--- src/rtl/chnl_pkg.sv ---
// rtl/chnl_pkg.sv - shared types and constants for the RIFFA channel receive controller
package chnl_pkg;

    localparam int WORD_W = 32;

    typedef enum logic [2:0] {
        IDLE,
        ACK,
        RECV,
        DRAIN,
        DONE
    } chnl_rx_state_t;

endpackage

--- src/rtl/chnl_rx_ctrl.sv ---
// rtl/chnl_rx_ctrl.sv - RIFFA RX channel controller: ack handshake, beat pass-through, excess drain
module chnl_rx_ctrl
    import chnl_pkg::*;
#(
    parameter int C_PCI_DATA_WIDTH = 32,
    parameter int WPB              = C_PCI_DATA_WIDTH / WORD_W
) (
    input  logic                        clk_i,
    input  logic                        rst_ni,
    input  logic                        en_i,
    output logic                        CHNL_RX_CLK,
    input  logic                        CHNL_RX,
    output logic                        CHNL_RX_ACK,
    input  logic                        CHNL_RX_LAST,
    input  logic [31:0]                 CHNL_RX_LEN,
    input  logic [30:0]                 CHNL_RX_OFF,
    input  logic [C_PCI_DATA_WIDTH-1:0] CHNL_RX_DATA,
    input  logic                        CHNL_RX_DATA_VALID,
    output logic                        CHNL_RX_DATA_REN,
    output logic                        o_val,
    input  logic                        o_rdy,
    output logic [C_PCI_DATA_WIDTH-1:0] o_data,
    output logic                        o_last,
    output logic [$clog2(WPB):0]        o_words,
    output logic                        busy_o,
    output logic                        done_o,
    output logic                        abort_o,
    output logic                        ovf_o,
    output logic [31:0]                 cnt_o
);

    localparam int          CW    = $clog2(WPB) + 1;
    localparam logic [31:0] WPB_W = 32'(WPB);

    chnl_rx_state_t state, state_nxt;
    logic [31:0]    rem, rem_nxt, cnt_nxt, beat_words;
    logic           ovf_nxt, abort_nxt;
    logic           armed, armed_nxt;

    // The host's LAST flag and offset carry nothing this controller needs.
    logic unused_inputs;
    assign unused_inputs = ^{CHNL_RX_LAST, CHNL_RX_OFF};

    assign CHNL_RX_CLK = clk_i;
    assign CHNL_RX_ACK = (state == ACK);
    assign done_o      = (state == DONE);
    assign busy_o      = (state != IDLE);
    assign beat_words  = (rem < WPB_W) ? rem : WPB_W;

    always_comb begin
        state_nxt        = state;
        rem_nxt          = rem;
        cnt_nxt          = cnt_o;
        ovf_nxt          = ovf_o;
        abort_nxt        = 1'b0;
        armed_nxt        = armed | ~CHNL_RX;
        o_val            = 1'b0;
        o_data           = '0;
        o_last           = 1'b0;
        o_words          = '0;
        CHNL_RX_DATA_REN = 1'b0;
        case (state)
            IDLE: begin
                // armed stops a request still held high from being acked twice
                if (CHNL_RX && en_i && armed) begin
                    state_nxt = ACK;
                    rem_nxt   = CHNL_RX_LEN;
                    cnt_nxt   = '0;
                    ovf_nxt   = 1'b0;
                    armed_nxt = 1'b0;
                end
            end
            ACK: begin
                state_nxt = (rem != '0) ? RECV : DONE;
            end
            RECV: begin
                o_val            = CHNL_RX_DATA_VALID;
                o_data           = CHNL_RX_DATA;
                CHNL_RX_DATA_REN = o_rdy;
                o_last           = (rem <= WPB_W);
                o_words          = beat_words[CW-1:0];
                if (CHNL_RX_DATA_VALID && o_rdy) begin
                    rem_nxt = rem - beat_words;
                    cnt_nxt = cnt_o + beat_words;
                end
                // A final beat landing with the CHNL_RX fall counts as completion.
                if (rem_nxt == '0) begin
                    state_nxt = CHNL_RX ? DRAIN : DONE;
                end else if (!CHNL_RX) begin
                    state_nxt = IDLE;
                    abort_nxt = 1'b1;
                end
            end
            DRAIN: begin
                CHNL_RX_DATA_REN = 1'b1;
                if (CHNL_RX_DATA_VALID) ovf_nxt = 1'b1;
                if (!CHNL_RX) state_nxt = DONE;
            end
            DONE: begin
                state_nxt = IDLE;
            end
            default: begin
                state_nxt = IDLE;
            end
        endcase
    end

    always_ff @(posedge clk_i or negedge rst_ni) begin
        if (!rst_ni) begin
            state   <= IDLE;
            rem     <= '0;
            cnt_o   <= '0;
            ovf_o   <= 1'b0;
            abort_o <= 1'b0;
            armed   <= 1'b1;
        end else begin
            state   <= state_nxt;
            rem     <= rem_nxt;
            cnt_o   <= cnt_nxt;
            ovf_o   <= ovf_nxt;
            abort_o <= abort_nxt;
            armed   <= armed_nxt;
        end
    end

endmodule

--- config.mk ---
export PLATFORM = sky130hd
export DESIGN_NAME = chnl_rx_ctrl
export DESIGN_NICKNAME = d
export VERILOG_FILES = /design/src/rtl/chnl_pkg.sv /design/src/rtl/chnl_rx_ctrl.sv
export SDC_FILE = /design/constraint.sdc
export NUM_CORES = 1
export LEC_CHECK = 0
export BUFFER_PORTS_ARGS = -buffer_cell sky130_fd_sc_hd__clkbuf_2
export CORE_MARGIN = 10
export CORE_UTILIZATION = 30
export CTS_CLUSTER_DIAMETER = 200
export DETAILED_ROUTE_END_ITERATION = 10
export GPL_ROUTABILITY_DRIVEN = 1
export PLACE_DENSITY_LB_ADDON = 0.25
export SLEW_MARGIN = 25
export SYNTH_ARGS = -nofsm -noshare
export SYNTH_HDL_FRONTEND = slang
export SYNTH_SLANG_ARGS = --single-unit
--- constraint.sdc ---
create_clock -name clk_i -period 13.39 [get_ports clk_i]
set_input_delay 2.678 -clock clk_i [delete_from_list [all_inputs] [get_ports clk_i]]
set_output_delay 2.678 -clock clk_i [all_outputs]
set_load 0.1 [all_outputs]
Word-level counts from Yosys, hierarchy flattened
Cells that the tools add are included.
- register bits: 70
- output and inout bits: 74
- input bits: 102
- word-level logic and storage cells: 62
- $add $sub $neg: 2
- bitwise logic cells: 2
- mux-type cells: 28
- reductions and logical operators: 13
- equality and inequality tests: 9
- $lt $le $gt $ge: 2
- operators with widths (kind ; number):
    two-way mux 32 bit ; 7
    case mux 32 bit (2 select lines) ; 2
    adder 32 bit ; 1
    less-or-equal comparator 32 x 1 -> 1 bit, second input constant ; 1
    zero test 32 bit ; 1
    less-than comparator 32 x 1 -> 1 bit, second input constant ; 1
    nonzero test 32 bit ; 1
    subtractor 32 bit ; 1
    two-way mux 3 bit ; 6
    case mux 3 bit (4 select lines) ; 1
    two-way mux 1 bit ; 10
    AND reduction 3 bit ; 3
    inequality test 2 bit, second input constant ; 4
    == test 3 x 2 -> 1 bit, second input constant ; 2
    case mux 1 bit (2 select lines) ; 2
    nonzero test 2 bit ; 2
    == test 3 x 1 -> 1 bit, second input constant ; 1
    == test 3 bit, second input constant ; 1
    logical AND 1 bit ; 3
    zero test 3 bit ; 1
    inequality test 3 bit, second input constant ; 1
    nonzero test 3 bit ; 1
    AND reduction 2 bit ; 1
    NOT 1 bit ; 1
    OR 1 bit ; 1

Logic depth before layout (Yosys ltp)
- depth in word-level cells: 8
- mapped depth: 18
- mapped depth without buffers: 16

==> metrics.cfg <==
[floorplan]
dieArea_mm2 = 0.0241
coreArea_mm2 = 0.0180
io_pins = 176
die_y_um = 155
rows = 49
initial_core_util_pct = 30.5
die_w_um = 155

[cts]
clk_pin_slew_worst_paths_ns = 0.06
cts_buffer_depth = 2
numCtsBuffers = 9
cts_hold_buf = 0
cts_tree = done
htreeDepth = 3
cts_resized = 0
post_cts_buffers = 0
clkLatencyLatePin_ns = 0.35
clockRootBuffer = clkbuf_16

[detailed_routing]
dr.first_iter.drc_count = 235
first_pass_iters = 5
viasPerCell = 5.18
vias = 5423
route.detailed.drc = 0
antenna_left = 0
routed_wirelength_mm = 17.4
wire_per_inst_um = 16.6

[sta]
maxSlewHeadroom_pct = 43.2
setup_viol = 0
setup_ws_ns = 3.30
tightest_slew_ns = 0.850
finClkSkew_ns = 0.0114
drv_slew = 0
hold_viol_final = 0
finalSetupTns_ns = 0
rsz0062_at_grt = no

[place]
gp_congestion = 0.846
portBuffers = 143
dp_hpwl_mm = 12.9
place_ws_ns = 3.67
place_area_mm2 = 0.00650

[synthesis]
syn_inst = 655
ys_ff_latch = 70
synth_edf_count = 0
ys.flop_type = dfrtp_1
synth_async_sr_flop_share_pct = 100
yosysWarnings = 0
avgSynthCellArea_um2 = 8.37
ys_seq_area_share_pct = 32.0
netlist_area_mm2 = 0.00548
synth_cell_types = 65

[power_and_ir_drop]
p_int_mw = 0.797
p_sw_share_pct = 60.3
leakagePower_nw = 3.25
cellPowerDensity_mw_per_mm2 = 295
clock_power_share_pct = 13.5
max-vdd-ir-drop_uv = 206
p_seq_share_pct = 21.7
pwr-share-comb_pct = 64.8
power_switching_mw = 1.21

[setup_path]
path_max_fanout = 10
start_kind = clock port
cp_common_cell = clkbuf_16
r2r_start = rem[19]
cp_top_family = buffers and inverters
path_class = clock port to primary output
crit_chain = clkbuf_16 > clkbuf_16 > clkbuf_2
cp-end-kind = primary output
crit_required_ns = 10.71
crit_buf_inv = 3
rrSetupSlack_ns = 8.05
crit_arrival_ns = 7.41
r2r_end = cnt_o[28]
cp_slowest_stage_delay_ns = 0.37
r2r_cells = 16
cp_slowest_cell = clkbuf_2

[layout]
synthToLayoutAreaGrowth_pct = 24.1
design_area_mm2 = 0.00680
antenna_cells = 0
layout_common_cells = clkbuf_2 (142), nand2_1 (79), dfrtp_1 (69), o21ai_0 (64), nor3_1 (38)
fin_nets = 948
nFillCells = 1888
multi_input_area_mm2 = 0.00364
seqCellArea_mm2 = 0.00175
final_common_cell = clkbuf_2
drive_above_1_share_pct = 22.5

[grt]
grt_pass1_wl_mm = 28.4
grt_overflow = 0
antenna_found_initial = 0
met2_usage_pct = 25.0
use_met1_pct = 16.9
grt_use_met3_pct = 3.97
grtUsageTotal_pct = 14.2
grt_busiest_layer = met2
grt_max_degree = 71
grt_pass1_vias = 5415

[worst_hold_path]
hold_depth = 2
hold-path-endpoint = armed
min_from = armed
hold_path_class = flop to flop

[run_status]
status = finished, final reports clean

[flow_run]
drv_cap = 0

==> final cells by class <==
cell class | count | area share [%]
Sequential cell | 70 | 25.8
Multi-Input combinational cell | 565 | 53.5
Clock buffer | 13 | 3.70
Tap cell | 229 | 4.21
Clock inverter | 4 | 0.681
Inverter | 19 | 1.05
Timing Repair Buffer | 147 | 11.1
==> registers in the layout, indices dropped and copies added, names as in the netlist <==
name     flops
state        3
abort_o      1
rem         32
cnt_o       32
armed        1
ovf_o        1
==> power groups by stage <==
stage               Combinational [mW]  Sequential, mW  Clock, mW
global placement                  1.28           0.436     0.0262
detailed placement                1.29           0.437     0.0262
finish                            1.30           0.436      0.271
global route                      1.41           0.454      0.288
floorplan                        0.773           0.718     0.0282
CTS                               1.29           0.435      0.280
==> cells by family (layout without fill, tap and decap cells) <==
family,count (synthesis),in the layout,share of synthesized area (%)
adder cells (fa/ha/maj),33,33,7.67
AO/OA/AOI/OAI,191,191,23.4
AND/OR/NAND/NOR,279,279,28.1
buffers and inverters,50,183,3.83
other,1,31,0.0684
multiplexers,1,1,0.183
XOR/XNOR,30,30,4.79
flip-flops,70,70,32.0
==> through the flow <==
stage,total power [mW],instances,utilization (%),hold WS (ns)
after global placement,1.74,1031,36.2,0.474
after detailed placement,1.76,1031,36.2,0.472
after CTS,2.01,1047,37.8,0.482
final,2.01,1047,37.9,0.479
after floorplan,1.52,685,-,0.454
after global routing,2.15,1047,37.9,0.491
==> per-layer routing <==
layer	up-vias	routed length [um]
li1	2726	-
met1	2578	7660
met2	105	8730
met3	14	806
met4	0	169
met5	-	0
==> cells in the mapped netlist, drive strengths merged, types with 2 or more instances <==
| cell | n | area, um2 |
|---|---|---|
| nand2 | 80 | 303 |
| dfrtp | 69 | 1730 |
| o21ai | 65 | 325 |
| nor2 | 41 | 156 |
| nor3 | 38 | 190 |
| and2 | 35 | 219 |
| ha | 32 | 400 |
| a21oi | 31 | 155 |
| clkbuf | 25 | 93.8 |
| a221o | 23 | 230 |
| nor4 | 21 | 201 |
| inv | 19 | 71.3 |
| xnor2 | 18 | 158 |
| nand3 | 13 | 65.1 |
| a21o | 12 | 90.1 |
| xor2 | 12 | 105 |
| and3 | 9 | 56.3 |
| a31oi | 8 | 50.1 |
| or3 | 8 | 60.1 |
| or4 | 8 | 71.3 |
| o31ai | 7 | 52.6 |
| a22o | 6 | 52.6 |
| buf | 6 | 45.0 |
| o21bai | 6 | 45.0 |
| a211oi | 5 | 37.5 |
| nand2b | 5 | 31.3 |
| nand4 | 4 | 25.0 |
| o211ai | 4 | 30.0 |
| o311ai | 4 | 35.0 |
| o31a | 4 | 35.0 |
| and4 | 3 | 28.8 |
| nand3b | 3 | 22.5 |
| nor3b | 3 | 22.5 |
| o21a | 3 | 22.5 |
| a2111oi | 2 | 17.5 |
| nand4b | 2 | 17.5 |
| nor4b | 2 | 17.5 |
| o2111ai | 2 | 17.5 |
| o41ai | 2 | 25.0 |
==> worst max path at each step <==
| stage | from | to | slack (ns) | cells after the start |
|---|---|---|---|---|
| 2_1_floorplan | clk_i | CHNL_RX_CLK | 3.81 | 1 |
| 3_3_place_gp | clk_i | CHNL_RX_CLK | 3.67 | 1 |
| 3_5_place_dp | clk_i | CHNL_RX_CLK | 3.67 | 1 |
| 4_1_cts | clk_i | CHNL_RX_CLK | 3.28 | 3 |
| 5_1_grt | clk_i | CHNL_RX_CLK | 3.28 | 3 |
| 6_report | clk_i | CHNL_RX_CLK | 3.30 | 3 |
==> tightest hold or removal path, delay by kind of cell (launching register included) <==
family | cells | cell delay (ns)
AND/OR/NAND/NOR | 2 | 0.10
flip-flops | 1 | 0.38
Note: power is estimated with default switching activity, not from simulation.
